$ cat src/rtl/shift_pkg.sv
// Shared constants, state encoding and direction codes for the multi-cycle
// shift sequencer and its single-step shifter.
package shift_pkg;

  localparam int WIDTH    = 32;
  localparam int SHAMT_W  = 5;
  localparam int STEP_MAX = 7;

  typedef enum logic [1:0] {
    IDLE  = 2'd0,
    SHIFT = 2'd1,
    DONE  = 2'd2
  } state_t;

  localparam logic DIR_LEFT  = 1'b0;
  localparam logic DIR_RIGHT = 1'b1;

endpackage

$ cat src/rtl/shift_step.sv
// Combinational single-step shifter: moves data by 0..7 bit positions,
// left or right, filling vacated bits with zero.
module shift_step
  import shift_pkg::*;
#(
  parameter int WIDTH = shift_pkg::WIDTH
) (
  input  logic [WIDTH-1:0] data,
  input  logic [2:0]       step,
  input  logic             dir,
  output logic [WIDTH-1:0] result
);

  always_comb begin
    if (dir == DIR_RIGHT) result = data >> step;
    else                  result = data << step;
  end

endmodule

$ cat src/rtl/shift_sequencer.sv
// Iterative logical shifter: accepts one request in IDLE, walks the shift
// amount down by at most STEP_MAX per cycle, then holds the result in DONE.
module shift_sequencer
  import shift_pkg::*;
#(
  parameter int WIDTH    = shift_pkg::WIDTH,
  parameter int STEP_MAX = shift_pkg::STEP_MAX
) (
  input  logic             clk,
  input  logic             rst_n,
  input  logic             in_valid,
  output logic             in_ready,
  input  logic [WIDTH-1:0] in_data,
  input  logic [4:0]       in_shamt,
  input  logic             in_dir,
  output logic             out_valid,
  input  logic             out_ready,
  output logic [WIDTH-1:0] out_data,
  output logic             busy
);

  state_t               state;
  state_t               state_nxt;
  logic [WIDTH-1:0]     acc;
  logic [SHAMT_W-1:0]   rem;
  logic                 dir;
  logic [2:0]           step;
  logic                 last_step;
  logic [WIDTH-1:0]     shifted;

  // Step is clamped to STEP_MAX; the final step consumes whatever remains.
  always_comb begin
    last_step = (rem <= SHAMT_W'(STEP_MAX));
    step      = last_step ? rem[2:0] : 3'(STEP_MAX);
  end

  shift_step #(
    .WIDTH (WIDTH)
  ) u_step (
    .data   (acc),
    .step   (step),
    .dir    (dir),
    .result (shifted)
  );

  always_ff @(posedge clk or negedge rst_n) begin
    if (!rst_n) begin
      state <= IDLE;
      acc   <= '0;
      rem   <= '0;
      dir   <= DIR_LEFT;
    end else begin
      state <= state_nxt;
      case (state)
        IDLE: begin
          if (in_valid) begin
            acc <= in_data;
            rem <= in_shamt;
            dir <= in_dir;
          end
        end
        SHIFT: begin
          acc <= shifted;
          rem <= rem - SHAMT_W'(step);
        end
        default: ;
      endcase
    end
  end

  always_comb begin
    state_nxt = state;
    case (state)
      IDLE:    if (in_valid) state_nxt = (in_shamt != '0) ? SHIFT : DONE;
      SHIFT:   if (last_step) state_nxt = DONE;
      DONE:    if (out_ready) state_nxt = IDLE;
      default: state_nxt = IDLE;
    endcase
  end

  // acc only moves in IDLE-accept and SHIFT, so out_data is frozen in DONE.
  always_comb begin
    in_ready  = (state == IDLE);
    busy      = (state != IDLE);
    out_valid = (state == DONE);
    out_data  = acc;
  end

endmodule
$ cat config.mk
export PLATFORM = sky130hd
export DESIGN_NAME = shift_sequencer
export DESIGN_NICKNAME = d
export VERILOG_FILES = /design/src/rtl/shift_pkg.sv /design/src/rtl/shift_step.sv /design/src/rtl/shift_sequencer.sv
export SDC_FILE = /design/constraint.sdc
export NUM_CORES = 1
export LEC_CHECK = 0
export ABC_AREA = 1
export CORE_UTILIZATION = 53
export DETAILED_ROUTE_END_ITERATION = 7
export HOLD_SLACK_MARGIN = 0.08
export PLACE_DENSITY = 0.84
export SYNTH_ARGS = -nofsm -noshare
export SYNTH_HDL_FRONTEND = slang
export SYNTH_SLANG_ARGS = --single-unit
$ cat constraint.sdc
create_clock -name clk -period 2.07 [get_ports clk]
set_input_delay 0.414 -clock clk [delete_from_list [all_inputs] [get_ports clk]]
set_output_delay 0.414 -clock clk [all_outputs]
set_load 0.05 [all_outputs]
Word-level counts from Yosys, hierarchy flattened
Index checks and enable logic that the tools add are counted.
Storage, ports and cells
  flip-flop bits (word level): 40
  input bits: 42
  output and inout port bits: 35
  word-level logic and storage cells: 31
Operators by class
  add/subtract/negate cells: 1
  $lt $le $gt $ge: 1
  equality and inequality tests: 5
  shift-type cells: 2
  multiplexer cells: 11
  reduce and logical (&&, ||, !) cells: 7
Operator list (number)
  two-way mux 32 bit: 2
  case mux 32 bit (2 select lines): 1
  << shifter 32 x 3 -> 32 bit: 1
  >> shifter 32 x 3 -> 32 bit: 1
  case mux 5 bit (2 select lines): 1
  two-way mux 2 bit: 4
  case mux 2 bit (3 select lines): 1
  less-or-equal comparator 5 x 3 -> 1 bit (second input constant): 1
  two-way mux 5 bit: 1
  nonzero test 5 bit: 1
  subtractor 5 x 3 -> 5 bit: 1
  inequality test 2 bit (second input constant): 2
  AND reduction 2 bit: 2
  nonzero test 2 bit: 2
  two-way mux 3 bit: 1
  AND reduction 3 bit: 1
  == test 2 x 1 -> 1 bit (second input constant): 1
  == test 2 bit (second input constant): 1
  logical NOT 2 bit: 1
  inequality test 2 x 1 -> 1 bit (second input constant): 1

Depth between registers and ports, before layout
Gate-level depths: netlist of the first run.
  word-level depth: 5
  gate-level depth with buffers: 11
  depth with buffers taken out: 10

Modules after synthesis
Synthesis of the first run repeated with hierarchy kept, for this count alone.
Unflattened totals
  cells, all modules: 729
  area, all modules: 4339.2 um^2
Modules (own cells, without submodules)
  shift_sequencer: instances 1, cells an instance 253, area an instance 2188.3 um^2, sequential area each 1001.0 um^2
  shift_step: instances 1, cells an instance 476, area an instance 2150.8 um^2, sequential area each 0.0 um^2

Worst setup path before layout of the first run
No wires, ideal clock.
  kind: register -> register
  start point: register state[1]
  end point: register acc[18], in the netlist out_data[18]
  library setup time: 0.119 ns
  arrival time: 1.825 ns
  data required time: 1.951 ns
  path slack: 0.126 ns
  stages on the path, launching flop included: 10
  buffers on the path: 1
  period minus slack after synthesis: 1.944 ns
  cells stage by stage: dfrtp_1 nor2_2 nand2_1 nand2_2 inv_2 buf_2 a21oi_1 nand2_1 nor2_1 nor2_1
Between the ends
  word-level cells in the longest chain between the ends: 3
  elaborated cells between the ends (all ways): 6
  those cells by class: eq/ne (2); mux (1); reduce/logical (3)
RTL lines
  start: declaration: RTL line shift_sequencer.sv:22  | state_t state;
  start signal: assignment: RTL line shift_sequencer.sv:53  | state <= state_nxt;
  logical NOT 2 bit (*)
  net in_ready: RTL line shift_sequencer.sv:12  | output logic in_ready,
  inequality test 2 bit (no line) or nonzero test 2 bit (tied branches)
  AND reduction 2 bit (no line)
  end signal: assignment: RTL line shift_sequencer.sv:57  | acc <= in_data;
  end signal: assignment: RTL line shift_sequencer.sv:63  | acc <= shifted;
  end: declaration: RTL line shift_sequencer.sv:24  | logic [WIDTH-1:0] acc;
The timed path passes the listed nets; every way through them passes the cells marked *.
A chain may end at the register's enable or synchronous reset.

Final worst setup path of the first run
  start point: register acc[24], in the netlist out_data[24]
  end point: output out_data[24]
RTL lines
  end: declaration: RTL line shift_sequencer.sv:18  | output logic [WIDTH-1:0] out_data,
No word-level cell between the ends.

==> results of run 1 <==
==> flip-flops by register name, indices dropped and copies added (netlist names) <==
name,count
state,2
out_data,32
rem,5
dir,1
==> power by group <==
part           total (W)  internal [W]  switching (W)
Combinational    0.00762       0.00233        0.00529
Sequential       0.00170       0.00121       0.000490
Clock           0.000685      0.000358       0.000327
==> area by class of cell <==
type,count,area share
Multi-Input combinational cell,554,0.539
Sequential cell,40,0.204
Timing Repair Buffer,96,0.189
Tap cell,99,0.0253
Inverter,25,0.0192
Clock buffer,5,0.0140
Clock inverter,3,0.00868
==> worst min path at each step <==
stage                    to  slack [ns]  cells past startpoint
2_1_floorplan           dir        0.12                      0
3_3_place_gp   out_data[22]        0.41                      1
3_5_place_dp   out_data[22]        0.41                      1
4_1_cts              rem[4]        0.58                      2
5_1_grt        out_data[28]        0.61                      2
6_report       out_data[12]        0.58                      2
==> metal layers <==
layer	GRT usage	vias up
met5	0	-
met4	0.136	0
met3	0.0494	53
met2	0.573	377
met1	0.503	2297
li1	-	2410
==> cells in the mapped netlist, types with 2 or more instances <==
| cell type | count | area (um^2) |
|---|---|---|
| a21oi_1 | 33 | 165 |
| buf_2 | 22 | 110 |
| buf_4 | 5 | 37.5 |
| buf_6 | 5 | 56.3 |
| clkbuf_1 | 10 | 37.5 |
| dfrtp_1 | 40 | 1000 |
| inv_1 | 19 | 71.3 |
| inv_2 | 5 | 18.8 |
| nand2_1 | 105 | 394 |
| nand2_2 | 3 | 18.8 |
| nand2_4 | 2 | 22.5 |
| nand3_1 | 284 | 1420 |
| nand4_1 | 4 | 25.0 |
| nor2_1 | 94 | 353 |
| nor2_4 | 2 | 22.5 |
| nor2_8 | 3 | 60.1 |
| nor3_1 | 2 | 10.0 |
| o211ai_1 | 2 | 15.0 |
| o21ai_0 | 10 | 50.1 |
| xor2_1 | 2 | 17.5 |
==> placed cells by master (no fill, tap or decap), types with 2 or more instances in the layout <==
master           netlist  layout
nand2_4                2       2
nor2_1                94      93
nand2_2                3       4
nor2_4                 2       3
nand4_1                4       4
buf_4                  5      20
o211ai_1               2       2
nor3_1                 2       2
nor2_8                 3       3
dfrtp_1               40      40
a21oi_1               33      33
inv_2                  5       5
inv_1                 19      19
nand2_1              105     104
nand3_1              284     284
clkbuf_8               0       5
o21ai_0               10      10
buf_12                 0       2
clkdlybuf4s50_1        0      72
xor2_1                 2       2
==> per-stage QoR <==
stage,hold slack [ns],power (W),area (um^2),utilization,cells
final,0.579,0.0100,4900,0.675,822
after global routing,0.614,0.0107,4900,0.675,822
after CTS,0.579,0.00984,4890,0.675,822
after detailed placement,0.406,0.00914,4770,0.658,813
after global placement,0.408,0.00898,4770,0.658,813
after floorplan,0.118,0.00714,3970,-,661
==> what timing repair did <==
action	CTS	global route
endpoints found under the hold margin	6	0
hold buffers	1	0
endpoints found under the setup margin	0	18
gates resized for setup	0	1
==> kinds of logic (layout without fill, tap and decap cells) <==
kind of cell,after synthesis,after routing,share of synthesized area
AO/OA/AOI/OAI,48,48,0.0627
XOR/XNOR,2,2,0.00441
adder cells (fa/ha/maj),1,1,0.00315
buffers and inverters,67,129,0.0845
flip-flops,40,40,0.252
AND/OR/NAND/NOR,503,503,0.593
==> results by group, run 1 <==
Clocking
  • TritonCTS Sinks: 40
  • Reg clk slew, reported paths: 0.10 ns
  • Maximum root-to-sink buffer count: 2
  • Skew-Pair Late Insertion Delay: around 0.31 ns
  • CTS Buf Count: 5
  • CTS H-tree lvls: 2
  • TritonCTS clock tree: yes
  • Clock Tree Root: clkbuf_8
  • Post-CTS Repair Setup Buffers: 0

Detailed routing
  • Avg WL per Cell: between 15 and 20 um
  • DRT met1 WL: 5580 um
  • Detailed Route Iter0 Violations: roughly 680
  • Antenna Nets Post-Route: 0
  • WL met2: roughly 6200 um
  • Met3 WL: around 1400 um
  • Top sig layer: met4
  • Drt first pass iters: 8
  • Final WL: around 14000 um
  • # DRC: 0
  • Vias: approximately 5100
  • Vias per cell: approximately 6.2

STA
  • Worst-Margin Slew: about 0.58 ns
  • RSZ-0062 raised after global routing: false
  • Tmin final: around 2 ns
  • FMAX: 499 MHz
  • Final setup TNS: 0 ns
  • Final Skew: approximately 0.012 ns
  • Max transition margin: 0.611
  • Final setup violating endpoints: 0
  • Final WS setup: 0.0662 ns
  • Slew Limit Fails: 0
  • Crit share post-route: 0.968
  • Hold Fails Final Rpt: 0

Critical path
  • Worst reg2reg setup slack: around 0.11 ns
  • CP max stage delay: 0.83 ns
  • WP depth: 1
  • Worst setup SP type: flip-flop
  • Worst setup endpoint: out_data[24]
  • Worst reg2reg path endpoint: out_data[1]
  • Worst Path Required: approximately 1.7 ns
  • Reg-to-reg startpoint: state[0]
  • CP max stage cell: clkdlybuf4s50_1
  • Crit path DAT: 1.59 ns
  • CP Capture Type: output port
  • Worst-path fanout max: 4
  • Crit path cell chain: clkdlybuf4s50_1
  • CP Class: reg -> out
  • Critical path startpoint: out_data[24]
  • Buf+Inv Stages, Crit Path: 1
  • Cells on worst reg2reg path: 9
  • Family with the most delay on the worst path: buffers and inverters

Min path
  • Hold Crit Class: reg -> reg
  • Hold_sp: out_data[12]

Power and ir drop
  • Cell Pwr Density: between 2000 and 2500 mW/mm^2
  • P_leak: around 2.1 nW
  • Peak ir drop on the vdd network: 0.00133 V

GRT
  • Total track usage: 0.363
  • Grt total ovfl: 0
  • First-pass GRT wire length: around 22000 um
  • Number of global-route vias before repair: 4615
  • Largest net degree at the start of global routing: 35
  • Initial antenna violation count: 0

Final layout
  • Fillers: 693
  • Nets: ~770
  • Diode count: 0
  • Synth-to-layout area growth: 23.4%
  • Footprint of the multi-input gates: around 0.0026 mm^2
  • Share of layout cells above drive strength 1: 0.0678
  • Sequential Area: about 0.001 mm^2

Synthesis
  • Ys async rst share: 1.00
  • Syn Inst Count: 661
  • Ys flop type: dfrtp_1
  • Post-synth EDFFs: 0
  • Yosys cell types: 29
  • Ys Warns: 0
  • Area of the mapped netlist: between 0.003 and 0.004 mm^2
  • Syn_nets: between 700 and 800
  • Syn Area/Cell: between 6 and 7 um^2
  • Sequential area share after synthesis: 0.252
  • FF+latch count, synth: 40

Run status
  • Status: complete, no violations

Die
  • Core area: slightly above 0.007 mm^2
  • Die height: 88.5 um
  • Die Width: approximately 90 um
  • Initial Utilization: 0.547
  • # IOs: 77
  • Die ar.: around 0.0078 mm^2
  • Rows: 31

Place
  • Port Buffers: 76
  • Routability cong.: 0.972
  • DP HPWL: a little under 10000 um
  • Dpl ws: 0.0400 ns

Job
  • Max Cap Viol: 0
(Power assumes the default switching activity.)
==> inputs of run 2 (changes only) <==
- CORE_UTILIZATION: 53 -> 54
- PLACE_DENSITY: 0.84 -> 0.82
- SYNTH_HIERARCHICAL: unset -> 1
==> run 2 against run 1 <==
  * First-iteration DRC count fell by 34%
  * Die area up 7.1%
  * Critical path depth stayed put
==> results by group, run 2 <==
Detailed routing
  • Vias: ~5300
  • Antenna Nets Post-Route: 0
  • Final WL: ~14000 um
  • Vias per cell: 5.94
  • Avg WL per Cell: 15.6 um
  • Detailed Route Iter0 Violations: approximately 440
  • # DRC: 0
  • Drt first pass iters: 5

Synthesis
  • Ys flop type: dfrtp_1
  • Top cell type's share of synthesized area: 0.284
  • FF+latch count, synth: 40
  • Syn_nets: between 700 and 800
  • Area of the mapped netlist: 0.00434 mm^2
  • Syn Area/Cell: between 5 and 6 um^2
  • Area contributors post-synth: nand3_1, dfrtp_1, nand2_1, o31ai_2, nor2_1
  • Syn Inst Count: ~730
  • Synth area leader: nand3_1
  • Count leader, synth: nand3_1
  • Post-synth EDFFs: 0
  • Yosys cell types: 25
  • Sequential area share after synthesis: 0.231
  • Ys Warns: 6
  • Most frequent cells after synthesis: nand3_1, nand2_1, nor2_1, inv_1, dfrtp_1
  • Ys async rst share: 1.00

Final layout
  • Final core utilization: 0.721
  • Nets: between 800 and 900
  • Commonest non-fill, non-tap cell in the layout: nand3_1
  • Fillers: ~700
  • Diode count: 0
  • Share of layout cells above drive strength 1: 0.134
  • Commonest cells after routing, fill and taps aside: nand3_1, nand2_1, clkdlybuf4s50_1
  • Max reg flops: 32
  • Footprint of the multi-input gates: 0.00290 mm^2
  • Synth-to-layout area growth: 29.0%
  • Sequential Area: between 0.001 and 0.0015 mm^2

Die
  • Die Width: approximately 90 um
  • Core area: 0.00777 mm^2
  • Rows: 32
  • Die ar.: about 0.0084 mm^2
  • # IOs: 77
  • Initial Utilization: 0.559
  • Die height: a little over 90 um

Critical path
  • CP Class: reg -> out
  • Cells on worst reg2reg path: 14
  • Crit path cell chain: clkdlybuf4s50_1
  • Worst reg2reg path endpoint: out_data[7]
  • Buf+Inv Stages, Crit Path: 1
  • Crit path DAT: ~1.6 ns
  • Worst-path fanout max: 4
  • Worst Path Required: between 1.5 and 2 ns
  • Worst setup SP type: flip-flop
  • Family with the most delay on the worst path: buffers and inverters
  • Reg-to-reg startpoint: rem[3]
  • CP max stage delay: 0.85 ns
  • CP max stage cell: clkdlybuf4s50_1
  • Worst reg2reg setup slack: 0.17 ns
  • CP Capture Type: output port

Job
  • Max Cap Viol: 0

STA
  • Final Skew: 0.0129 ns
  • Crit share post-route: 0.961
  • Max transition margin: 0.527
  • FMAX: 503 MHz
  • Worst-Margin Slew: 0.708 ns
  • Slew Limit Fails: 0
  • Final setup TNS: 0 ns
  • Final setup violating endpoints: 0
  • Hold Fails Final Rpt: 0
  • Tmin final: 1.99 ns

Min path
  • Hold Crit Class: reg -> reg
  • Hold_sp: rem[1]
  • Worst Hold Depth: 2
  • Hold worst-path end: rem[1]

GRT
  • Total track usage: 0.332
  • Grt total ovfl: 0
  • Initial antenna violation count: 0
  • Number of global-route vias before repair: about 5000
  • Largest net degree at the start of global routing: 37
  • First-pass GRT wire length: about 23000 um

Clocking
  • TritonCTS clock tree: yes
  • TritonCTS Sinks: 40
  • CTS Buf Count: 5
  • Maximum root-to-sink buffer count: 2
  • Clock Tree Root: clkbuf_8
  • CTS H-tree lvls: 2
  • Reg clk slew, reported paths: ~0.10 ns
  • Skew-Pair Late Insertion Delay: approximately 0.31 ns

Place
  • Routability cong.: a little under 0.9
  • Port Buffers: between 70 and 80
  • DP HPWL: a little under 10000 um

Power and ir drop
  • Cell Pwr Density: 2060 mW/mm^2
  • P_leak: ~2.7 nW
  • Peak ir drop on the vdd network: 0.00147 V

Run status
  • Status: complete, no violations
==> run 2: changes by cell type after synthesis, sizes merged, moves of 5 or more <==
cell   change
a21oi     -29
buf        +5
inv       +45
nand2     +94
nand3     -38
nor2      -25
o21ai      -5
o31ai     +33
==> run 2: worst register-to-register path: stages (launching register included) <==
cell     delay (ns)
dfrtp_1        0.41
inv_2          0.07
nand2_1        0.07
inv_2          0.12
nand2_4        0.10
inv_8          0.10
buf_12         0.13
nand2_1        0.10
nand3_1        0.11
nand3_1        0.13
nand2_1        0.09
inv_1          0.04
nand2_1        0.05
nor2_1         0.05
o31ai_2        0.23
==> run 2: report_power, final <==
group          internal [W]  total (W)  switching, W
sequential          0.00120    0.00170      0.000505
combinational       0.00324    0.00916       0.00592
clock              0.000364   0.000695      0.000331
total               0.00480     0.0116       0.00675
==> run 2: how the worst max path moves through the flow <==
stage | from | endpoint | slack [ns] | cells past startpoint
2_1_floorplan | state[0] | busy | 0.01 | 2
3_3_place_gp | rem[3] | out_data[8] | 0.17 | 13
3_5_place_dp | rem[3] | out_data[18] | 0.11 | 14
4_1_cts | out_data[31] | out_data[31] | 0.05 | 1
5_1_grt | rem[3] | out_data[10] | -0.006 | 13
6_report | out_data[20] | out_data[20] | 0.08 | 1
==> run 2: area by class of cell <==
class,instances,share of cell area
well taps,102,0.0228
repair buffers,104,0.211
multi-input cells,575,0.518
clock buffers,5,0.0123
inverters,69,0.0480
clock inverters,3,0.00827
flip-flops and latches,40,0.179
==> run 2: cell families after synthesis <==
family / count (synthesis) / share of synthesized area
buffers and inverters: 114 / 0.125
AO/OA/AOI/OAI: 45 / 0.107
XOR/XNOR: 1 / 0.00202
AND/OR/NAND/NOR: 528 / 0.533
flip-flops: 40 / 0.231
adder cells (fa/ha/maj): 1 / 0.00288
==> run 2: through the flow <==
step	setup WS, ns	cell area (um^2)	instances	hold WS, ns	total power, W
5_1_grt	-0.00554	5600	898	0.525	0.0125
3_5_place_dp	0.113	5200	882	0.385	0.0103
4_1_cts	0.0466	5330	891	0.497	0.0110
2_1_floorplan	0.0110	4340	729	0.118	0.00802
3_3_place_gp	0.169	5200	882	0.378	0.0101
6_report	0.0801	5600	898	0.491	0.0116
==> run 2: what timing repair did <==
item,4_1_cts,5_1_grt
setup endpoints to repair,0,29
resized for setup,0,50
hold buffers,1,0
hold endpoints to repair,16,0
setup buffers,0,4
==> run 2: metal layers <==
layer	GRT usage	share of wire	vias up
li1	-	-	2556
met5	0	0	-
met2	0.552	0.47	280
met4	0.103	0.017	0
met3	0.0390	0.080	27
met1	0.449	0.43	2468
==> inputs of run 3 (changes only) <==
- ABC_AREA: 1 -> unset
- ABC_CLOCK_PERIOD_IN_PS: unset -> 2070
- CORE_UTILIZATION: 54 -> 55
- PLACE_DENSITY: 0.82 -> 0.93
==> run 3 against run 2 <==
  * The flow now finishes with violations (design-rule violations, negative setup slack)
  * Critical path type is now reg -> reg
  * Largest cell class unchanged
  * Flip-flop and latch count unchanged
  * Non-clock buffer count up 63
  * Die area shrank 0.98%
  * Via count rose by 13%
  * Synthesized cell count fell by 31%
  * Maximum frequency decreased by 24%
  * Global-route usage grew 14 points
  * Cell count down 18%
==> results by group, run 3 <==
Place
  • Routability cong.: 1.05
  • Port Buffers: 76
  • Cells after DPL: roughly 700
  • Placed Area: between 0.005 and 0.006 mm^2
  • Dpl ws: -0.276 ns
  • DP HPWL: slightly above 10000 um

Critical path
  • Crit path cell chain: or3_4 -> buf_12 -> buf_16 -> mux4_2 -> and2_4 -> nor3_4 -> a31oi_1 -> mux2i_1 -> o21ai_1
  • Reg-to-reg startpoint: rem[3]
  • Family with the most delay on the worst path: simple AND/OR/NAND/NOR gates
  • CP Class: reg -> reg
  • Worst Path Required: roughly 2.2 ns
  • Worst-path fanout max: 6
  • Crit path DAT: around 2.8 ns
  • Worst setup SP type: flip-flop
  • CP max stage cell: or3_4
  • Worst reg2reg setup slack: -0.57 ns
  • Worst reg2reg path endpoint: out_data[8]
  • CP Capture Type: flip-flop
  • Cells on worst reg2reg path: 9
  • Buf+Inv Stages, Crit Path: 2
  • CP max stage delay: approximately 0.49 ns

STA
  • Tmin final: between 2 and 3 ns
  • Worst-Margin Slew: roughly 0.8 ns
  • Hold Fails Final Rpt: 0
  • Crit share post-route: 1.27
  • RSZ-0062 raised after global routing: true
  • Final Skew: ~0.019 ns
  • Final setup violating endpoints: 32
  • Max transition margin: 0.476
  • Hold slack final: 0.0741 ns
  • Slew Limit Fails: 0
  • FMAX: approximately 380 MHz
  • Final WS setup: -0.565 ns

GRT
  • Met2 Usage GRT: 0.696
  • Met3 Resource Use GR: 0.155
  • First-pass GRT wire length: ~30000 um
  • Met1 usage: 0.569
  • Number of global-route vias before repair: 5483
  • GR peak layer: met2
  • Grt total ovfl: 0
  • Initial antenna violation count: 0
  • Total track usage: 0.468
  • Largest net degree at the start of global routing: just over 50

Clocking
  • Post-cts hold buffer count: 0
  • CTS H-tree lvls: 2
  • TritonCTS clock tree: yes
  • Reg clk slew, reported paths: about 0.09 ns
  • Clock Tree Root: clkbuf_8
  • Skew-Pair Late Insertion Delay: 0.32 ns
  • Maximum root-to-sink buffer count: 2
  • TritonCTS Sinks: 40
  • CTS Buf Count: 5

Final layout
  • Commonest non-fill, non-tap cell in the layout: buf_4
  • Share of layout cells above drive strength 1: 0.427
  • Synth-to-layout area growth: 53.5%
  • Diode count: 0
  • Fillers: between 300 and 400
  • Max reg flops: 32
  • Final instance area: around 0.0067 mm^2
  • Commonest cells after routing, fill and taps aside: buf_4, nand2_1, mux2i_1
  • Nets: 677
  • Final Instance Count excl. Fillers: approximately 740

Detailed routing
  • Antenna Nets Post-Route: 0
  • # DRC: 82
  • Final WL: 22600 um
  • Vias per cell: between 8 and 9
  • Avg WL per Cell: between 30 and 40 um
  • Detailed Route Iter0 Violations: 1154
  • Vias: ~6000
  • Drt first pass iters: 8

Synthesis
  • FF+latch count, synth: 40
  • Ys async rst share: 1.00
  • Yosys cell types: 73
  • Count leader, synth: mux2i_1
  • Top cell type's share of synthesized area: 0.229
  • Syn Inst Count: roughly 500
  • Ys flop type: dfrtp_1
  • Post-synth EDFFs: 0
  • Syn_nets: about 550
  • Area contributors post-synth: dfrtp_1, mux2i_1, nand2_1, mux4_2, o21ai_0
  • Area of the mapped netlist: 0.00438 mm^2
  • Syn Area/Cell: ~8.7 um^2
  • Sequential area share after synthesis: 0.229
  • Most frequent cells after synthesis: mux2i_1, nand2_1, dfrtp_1, o21ai_0
  • Ys Warns: 6
  • Synth area leader: dfrtp_1

Die
  • Die height: between 90 and 100 um
  • # IOs: 77
  • Core area: between 0.007 and 0.008 mm^2
  • Die Width: around 91 um
  • Initial Utilization: 0.566
  • Rows: 32
  • Die ar.: 0.00832 mm^2

Run status
  • Failing checks: design-rule violations, negative setup slack
  • Status: finished, violations left

Job
  • Max Cap Viol: 0

Min path
  • Hold Crit Class: in -> async
-- run 3: layout make-up --
type / instances / area (um^2) / share of cell area
timing repair buffer: 167 / 1670 / 0.249
inverter: 12 / 45.0 / 0.00671
tap: 102 / 128 / 0.0190
sequential: 40 / 1000 / 0.150
multi-input combinational: 408 / 3780 / 0.562
clock buffer: 8 / 90.1 / 0.0134
-- run 3: stage by stage --
step           utilization  TNS, ns
6_report             0.869   -10.68
5_1_grt              0.869   -11.52
4_1_cts              0.792    -3.47
3_5_place_dp         0.722    -5.35
3_3_place_gp         0.722    -2.89
2_1_floorplan            -    -1.64
-- run 3: kinds of logic (layout without fill, tap and decap cells) --
kind of cell | count (synthesis) | in the layout | synth area share
AO/OA/AOI/OAI | 166 | 166 | 0.261
adder cells (fa/ha/maj) | 1 | 1 | 0.00286
buffers and inverters | 59 | 187 | 0.0846
flip-flops | 40 | 40 | 0.229
multiplexers | 103 | 103 | 0.275
AND/OR/NAND/NOR | 135 | 138 | 0.148
-- run 3: worst max-delay path by stage --
stage	cells past startpoint	to	from
after floorplan	10	out_data[27]	rem[3]
after global routing	9	out_data[8]	rem[3]
after detailed placement	7	out_data[8]	rem[0]
after global placement	8	out_data[16]	rem[3]
after CTS	8	out_data[17]	rem[1]
final	9	out_data[8]	rem[3]
-- run 3: timing repair --
item	4_1_cts	5_1_grt
buffers inserted	7	12
setup endpoints to repair	34	38
gates resized for setup	77	107
gates cloned	5	1
pin swaps	17	29
-- run 3: metal layers --
layer	part of all wire	vias to the layer above	routed length [um]
li1	-	2190	-
met1	0.31	2627	7050
met2	0.40	847	9030
met3	0.17	345	3840
met4	0.12	2	2640
met5	0.00066	-	15
Power of run 3 is not shown: default switching activity piles up to over one toggle a cycle in this logic, so the estimate is an artifact.
